## src/rtl/edge_pkg.sv

```systemverilog
// edge_pkg: shared types for the Sobel frame controller.
package edge_pkg;

    localparam int PIX_W = 4;
    localparam int CRD_W = 16;

    typedef enum logic [1:0] {
        IDLE,
        SYNC,
        RUN,
        DRAIN
    } edge_state_t;

    typedef struct packed {
        logic [CRD_W-1:0] row;
        logic [CRD_W-1:0] col;
    } coord_t;

endpackage

```

## src/rtl/edge_pix_coord.sv

```systemverilog
// edge_pix_coord: raster col/row counter with end-of-line and end-of-frame flags.
module edge_pix_coord
    import edge_pkg::*;
#(
    parameter int IMG_W = 640,
    parameter int IMG_H = 480
) (
    input  logic   clk,
    input  logic   rst,
    input  logic   clr,
    input  logic   en,
    output coord_t pos,
    output logic   last_col,
    output logic   last_pix
);

    localparam int COL_W = $clog2(IMG_W);
    localparam int ROW_W = $clog2(IMG_H);

    logic [COL_W-1:0] col;
    logic [ROW_W-1:0] row;

    assign last_col = (col == COL_W'(IMG_W - 1));
    assign last_pix = last_col && (row == ROW_W'(IMG_H - 1));

    // NOTE: sequential state uses non-blocking assignments only.
    always_ff @(posedge clk or posedge rst) begin
        if (rst) begin
            col <= '0;
            row <= '0;
        end else if (clr) begin
            col <= '0;
            row <= '0;
        end else if (en) begin
            if (last_col) begin
                col <= '0;
                row <= last_pix ? '0 : row + ROW_W'(1);
            end else begin
                col <= col + COL_W'(1);
            end
        end
    end

    assign pos.col = CRD_W'(col);
    assign pos.row = CRD_W'(row);

endmodule

```

## src/rtl/edge_frame_ctrl.sv

```systemverilog
// edge_frame_ctrl: frame sequencer, stall control and masked output stage for the Sobel filter.
// Start-of-frame sync and stray-SOF error detection are enabled by FRAME_CTRL_SOF_CHECK_EN.
module edge_frame_ctrl
    import edge_pkg::*;
#(
    parameter int IMG_W = 640,
    parameter int IMG_H = 480
) (
    input  logic             clk,
    input  logic             rst,
    input  logic             start,
    input  logic [PIX_W-1:0] src_pixel,
    input  logic             src_valid,
    input  logic             src_sof,
    output logic             src_ready,
    output logic [PIX_W-1:0] filt_in,
    output logic             filt_en,
    input  logic [PIX_W-1:0] filt_pixel,
    output logic [PIX_W-1:0] dst_pixel,
    output logic             dst_valid,
    input  logic             dst_ready,
    output logic             dst_sof,
    output logic             dst_eol,
    output logic             dst_eof,
    output logic             busy,
    output logic             done,
    output logic             err
);

    edge_state_t state, state_nxt;
    logic        p1_valid;
    logic        out_load;
    logic        accept;
    logic        frame_arm;
    coord_t      in_pos, tag;
    logic        in_last_col, in_last;
    logic        tag_last_col, tag_last;
    logic        border_ok;

    assign out_load  = !dst_valid || dst_ready;
    assign frame_arm = (state == IDLE) && start;
    assign filt_in   = src_pixel;
    assign filt_en   = accept;
    assign busy      = (state != IDLE);

    // NOTE: every signal written here gets a default first, so no latch is inferred.
    always_comb begin
        state_nxt = state;
        src_ready = 1'b0;
        accept    = 1'b0;
        done      = 1'b0;
        case (state)
            IDLE: begin
                if (start) begin
`ifdef FRAME_CTRL_SOF_CHECK_EN
                    state_nxt = SYNC;
`else
                    state_nxt = RUN;
`endif
                end
            end
            SYNC: begin
                src_ready = 1'b1;
                if (src_valid && src_sof) begin
                    accept    = 1'b1;
                    state_nxt = RUN;
                end
            end
            RUN: begin
                src_ready = !p1_valid || out_load;
                accept    = src_valid && src_ready;
                if (accept && in_last) state_nxt = DRAIN;
            end
            DRAIN: begin
                if (dst_valid && dst_ready && dst_eof) begin
                    done      = 1'b1;
                    state_nxt = IDLE;
                end
            end
            default: state_nxt = IDLE;
        endcase
    end

    always_ff @(posedge clk or posedge rst) begin
        if (rst) state <= IDLE;
        else     state <= state_nxt;
    end

    edge_pix_coord #(.IMG_W(IMG_W), .IMG_H(IMG_H)) u_in_coord (
        .clk      (clk),
        .rst      (rst),
        .clr      (frame_arm),
        .en       (accept),
        .pos      (in_pos),
        .last_col (in_last_col),
        .last_pix (in_last)
    );

    // The tag of the beat held in P1 is the coordinate of the next beat to enter OUT.
    edge_pix_coord #(.IMG_W(IMG_W), .IMG_H(IMG_H)) u_tag_coord (
        .clk      (clk),
        .rst      (rst),
        .clr      (frame_arm),
        .en       (out_load && p1_valid),
        .pos      (tag),
        .last_col (tag_last_col),
        .last_pix (tag_last)
    );

    assign border_ok = (tag.row >= CRD_W'(2)) && (tag.col >= CRD_W'(2));

    always_ff @(posedge clk or posedge rst) begin
        if (rst) begin
            p1_valid  <= 1'b0;
            dst_valid <= 1'b0;
            dst_pixel <= '0;
            dst_sof   <= 1'b0;
            dst_eol   <= 1'b0;
            dst_eof   <= 1'b0;
        end else begin
            if (out_load) begin
                dst_valid <= p1_valid;
                dst_pixel <= (p1_valid && border_ok) ? filt_pixel : '0;
                dst_sof   <= p1_valid && (tag == '0);
                dst_eol   <= p1_valid && tag_last_col;
                dst_eof   <= p1_valid && tag_last;
            end
            if (accept)        p1_valid <= 1'b1;
            else if (out_load) p1_valid <= 1'b0;
        end
    end

`ifdef FRAME_CTRL_SOF_CHECK_EN
    always_ff @(posedge clk or posedge rst) begin
        if (rst) err <= 1'b0;
        else if ((state == RUN) && accept && src_sof && (in_pos != '0)) err <= 1'b1;
    end
`else
    assign err = 1'b0;
`endif

    logic unused_in;
    assign unused_in = &{1'b0, in_pos, in_last_col};

endmodule

```

## config.mk

```make
export PLATFORM = sky130hd
export DESIGN_NAME = edge_frame_ctrl
export DESIGN_NICKNAME = d
export VERILOG_FILES = /design/src/rtl/edge_pkg.sv /design/src/rtl/edge_pix_coord.sv /design/src/rtl/edge_frame_ctrl.sv
export SDC_FILE = /design/constraint.sdc
export NUM_CORES = 1
export LEC_CHECK = 0
export CAP_MARGIN = 40
export CORE_ASPECT_RATIO = 0.9
export CORE_UTILIZATION = 50
export CTS_BUF_LIST = sky130_fd_sc_hd__clkbuf_4 sky130_fd_sc_hd__clkbuf_8
export DETAILED_ROUTE_END_ITERATION = 6
export DONT_BUFFER_PORTS = 1
export RECOVER_POWER = 50
export SYNTH_ARGS = -nofsm -noshare
export SYNTH_HDL_FRONTEND = slang
export SYNTH_HIERARCHICAL = 1
export SYNTH_SLANG_ARGS = --single-unit
```

## constraint.sdc

```tcl
create_clock -name clk -period 2.7 [get_ports clk]
set_input_delay 0.675 -clock clk [delete_from_list [all_inputs] [get_ports clk]]
set_output_delay 0.675 -clock clk [all_outputs]
set_load 0.01 [all_outputs]
```

* After elaboration in Yosys (flattened, before gate mapping)
Cells that the tools add are included.
W data, S select, Z words.
** Word-level totals
- Flip-flop bits (word level) :: 49
- Bits in latches :: 0
- RAM bits :: 0
- ROM bits :: 0
- Input port bits :: 14
- Output and inout bits :: 17
- Word-level logic and storage cells :: 84
- Memories :: 0
** Cells by class
- Add/subtract/negate cells :: 4
- Multipliers :: 0
- Div/mod/pow operators :: 0
- $lt $le $gt $ge :: 2
- Equal/unequal tests :: 11
- Shift operators :: 0
- Mux-type cells :: 27
- Bitwise operators :: 0
- Reduce and logical (&&, ||, !) cells :: 29
** Operator list (number)
- $mux W9 :: 8
- $mux W10 :: 6
- $logic_not A32 Y1 :: 1
- $add A10 B1 Y10 const B :: 2
- $eq A10 B10 Y1 const B :: 2
- $add A9 B1 Y9 const B :: 2
- $eq A9 B9 Y1 const B :: 2
- $logic_and A1 B1 Y1 :: 14
- $reduce_bool A2 Y1 :: 6
- $ge A10 B2 Y1 const B :: 1
- $ge A9 B2 Y1 const B :: 1
- $mux W2 :: 4
- $ne A2 B2 Y1 const B :: 4
- $pmux W2 S4 :: 1
- $mux W1 :: 5
- $eq A2 B2 Y1 const B :: 2
- $mux W4 :: 1
- $pmux W1 S2 :: 2
- $reduce_and A2 Y1 :: 2
- $reduce_and A4 Y1 :: 1
- $eq A2 B1 Y1 const B :: 1
- $logic_not A1 Y1 :: 2
- $logic_not A2 Y1 :: 1
- $logic_or A1 B1 Y1 :: 2

* Logic depth before layout (Yosys ltp)
- Depth after elaboration :: 7
- Gate-level depth with buffers :: 10
- Depth with buffers taken out :: 8

* Hierarchy
Netlist, hierarchy kept.
** Modules (own cells, without submodules)
- edge_pix_coord :: times used 2, cells each 126, area each 1169.9 um^2, sequential area each 475.5 um^2
- edge_frame_ctrl :: times used 1, cells each 75, area each 694.4 um^2, sequential area each 275.3 um^2

* Worst setup path after synthesis
Ideal clock, no wire load.
- Path kind :: input -> register
- Start point :: input dst_ready
- End point :: register u_in_coord.row[6]
- Setup time :: 0.083 ns
- Arrival :: 2.186 ns
- Data required time :: 2.617 ns
- Setup slack :: 0.431 ns
- Stages on the path :: 8
- Buffers on the path :: 1
- Cell sequence :: nand3b_1 -> a22oi_1 -> nor2_1 -> and2_1 -> buf_4 -> nand3_4 -> or4_1 -> o21ai_0
** On the way
- Cells in the longest elaborated chain, start to end :: 6
** Ends and longest elaborated chain
- start: declaration :: line edge_frame_ctrl.sv:21 : input logic dst_ready,
- $logic_or A1 B1 Y1 :: line edge_frame_ctrl.sv:40 : assign out_load = !dst_valid || dst_ready;
- $logic_or A1 B1 Y1 :: line edge_frame_ctrl.sv:70 : src_ready = !p1_valid || out_load;
- $logic_and A1 B1 Y1 :: line edge_frame_ctrl.sv:71 : accept = src_valid && src_ready;
- $pmux W1 S2 :: line edge_frame_ctrl.sv:52 : case (state)
- named net filt_en :: line edge_frame_ctrl.sv:17 : output logic filt_en,
- $reduce_bool A2 Y1 (no source line)
- $reduce_and A2 Y1 (no source line)
- end signal: assignment :: line edge_pix_coord.sv:37 : row <= last_pix ? '0 : row + ROW_W'(1);
- end: declaration :: line edge_pix_coord.sv:21 : logic [ROW_W-1:0] row;
The timed path passes the listed nets, and every way through them passes these cells.
A chain may end at the register's enable or synchronous reset.

* Worst setup path after layout
- Start point :: register state[0]
- End point :: output filt_en
** On the way
- Cells in the longest elaborated chain, start to end :: 2
- Elaborated cells between the ends (all ways) :: 3
- Those cells by class :: eq/ne (2); mux (1)
** Ends and longest elaborated chain
- start: declaration :: line edge_frame_ctrl.sv:30 : edge_state_t state, state_nxt;
- start signal: assignment :: line edge_frame_ctrl.sv:86 : else state <= state_nxt;
- $eq A2 B2 Y1 / $eq A2 B1 Y1 (equally long branches) :: line edge_frame_ctrl.sv:52
- $pmux W1 S2 * :: line edge_frame_ctrl.sv:52
- end: declaration :: line edge_frame_ctrl.sv:17
Every way passes the cells marked *; elsewhere a longest branch is shown, timed or not.

==> metrics.txt <==
Die ar.=6170 µm²; gpl congestion=0.758; # setup viols final=0; Pint=1.13 mW; via/cell ratio=5.68; total negative slack=0 ns; final hold violation count=0; antenna viol nets, final=0; Root Driver=clkbuf_8; Inserted Clock Buffers=5; antenna cell count=0; largest net degree at the start of global routing=49; Clk pin slew, worst setup/hold paths=0.09 ns; Ports=31; TritonRoute pass-1 iters=4; crit share post-route=0.813; IO Port Bufs=0; crit path DAT=1.52 ns; max_cap viols=0; post-layout net count=329; fraction of layout cells with a size suffix above 1=0.0719; initial antenna violation count=0; combinational share of power=0.134; Switching Fraction=0.279; critical path required time=2.03 ns; DRC viols=0; crit start category=register; Peak VDD IR=0.336 mV; Fmax=455 MHz; leakage power=1.29 nW; area of the multi-input gates=1500 µm²; total chip power=1.57 mW; Psw=0.437 mW; clock tree from TritonCTS=built; cts hold-fix bufs=0; RSZ-0062 raised after global routing=no; Worst-Skew Late Latency=0.29 ns; FILL cells=531; crit path max fanout=8; RR Startpoint=state[0]$_DFFE_PP0P_; origin of the worst setup path=state[0]$_DFFE_PP0P_; global-route wire length before repair=8.87 mm; synthesized area=2930 µm²; slowest stage delay, CP=0.43 ns; minimum clock period after layout=2.20 ns; standard-cell row count=26; Relative slew margins=0.487; worst-path cell chain=inv_1, ha_1, nand2_1, nor2_1, buf_4; Resize count post-CTS=0; core area=5660 µm²; Critical-path top delay cell=dfrtp_1; GRT Util Overall=0.188; Die Ht=74.6 µm; Syn Inst Count=312; Layout Skew=0.00499 ns; Worst-Margin Slew=0.768 ns; H-tree depth=2; clock share of power=0.282; Die W=82.7 µm; starting DRC count in detailed routing=162; Hold WC Path Type=in -> async; Synth-to-Final Area Change=1.88%; initial core utilization=0.517; total setup buffers inserted after CTS=0; Yosys Warn Count=6; vias in the first global route=1865; status=completed; PD cells=525 nW/µm²; Routed wire per std cell=14.3 µm; Sequential Power Share=0.584; Clock Sinks=49; total congestion overflow=0; Slew Viols, Final=0; routed vias=2136; FF+latch area=1230 µm²; final WL=5.37 mm; Crit. End Element=output pin; post-synthesis area per instance=9.39 µm²; DPL Wire Length=3.74 mm; Max clock buf depth=2; Crit Path Class=reg -> out
[through the flow]
stage / area (µm²) / std cells / hold slack, ns / utilization / worst slack [ns]
detailed placement: 2900 / 369 / 0.542 / 0.512 / 0.524
global route: 2980 / 376 / 0.276 / 0.527 / 0.300
global placement: 2900 / 369 / 0.534 / 0.512 / 0.563
floorplan: 2970 / 324 / 0.501 / - / 0.431
CTS: 2990 / 376 / 0.260 / 0.528 / 0.487
finish: 2980 / 376 / 0.256 / 0.527 / 0.504
[per-layer routing]
metal | part of all wire | track usage | vias to the layer above
met5 | 0 | 0 | -
li1 | - | - | 1075
met4 | 0.0071 | 0.0402 | 0
met1 | 0.52 | 0.283 | 1016
met3 | 0.043 | 0.0388 | 5
met2 | 0.43 | 0.278 | 40
[sequential cells by signal, summed over array words and instances (netlist names)]
| signal | flops |
|---|---|
| u_in_coord/col | 10 |
| dst_eol | 1 |
| dst_eof | 1 |
| u_tag_coord/col | 10 |
| dst_sof | 1 |
| state | 2 |
| u_in_coord/row | 9 |
| dst_pixel | 4 |
| u_tag_coord/row | 9 |
| p1_valid | 1 |
| dst_valid | 1 |
[path summary, 6_finish.rpt]
path,end,slack (ns),cells after the start
max,filt_en,0.50,5
max in group asynchronous,u_tag_coord/col[4]$_DFFE_PP0P_,1.82,1
min reg2reg,u_in_coord/row[8]$_DFFE_PP0P_,0.56,2
max reg2reg,u_in_coord/row[5]$_DFFE_PP0P_,0.54,8
min in group clk,dst_pixel[1]$_DFFE_PP0P_,0.52,1
min,dst_sof$_DFFE_PP0P_,0.26,1
[critical path, delay by kind of cell (launching register included)]
kind / cells / cell delay (ns)
simple gates: 2 / 0.23
flops: 1 / 0.43
fa+ha+maj: 1 / 0.29
buf+inv: 2 / 0.28
[area by class of cell]
| class | count | share of cell area |
|---|---|---|
| repair buffers | 4 | 0.0130 |
| inverters | 10 | 0.0126 |
| flip-flops and latches | 49 | 0.411 |
| multi-input cells | 236 | 0.504 |
| well taps | 70 | 0.0294 |
| clock buffers | 7 | 0.0302 |
[placed cells by master, fill, tap and decap left out, types with 7 or more instances in the layout]
master and n:
dfrtp_1 49, nand2_1 23, nand3_1 21, a21oi_1 18
nor2_1 16, conb_1 14, nand2b_1 14, xor2_1 14
o21ai_0 11, nor3_1 10, nand4_1 10, inv_1 10
ha_1 9, nor2b_1 7
[power by group through the flow]
stage               sequential, mW  combinational (mW)  clock, mW
floorplan                    0.908               0.202          0
global placement             0.928               0.211          0
detailed placement           0.930               0.215          0
CTS                          0.916               0.216      0.470
global route                 0.936               0.247      0.497
finish                       0.915               0.210      0.442
No activity file was read; power rests on OpenSTA's default activity.
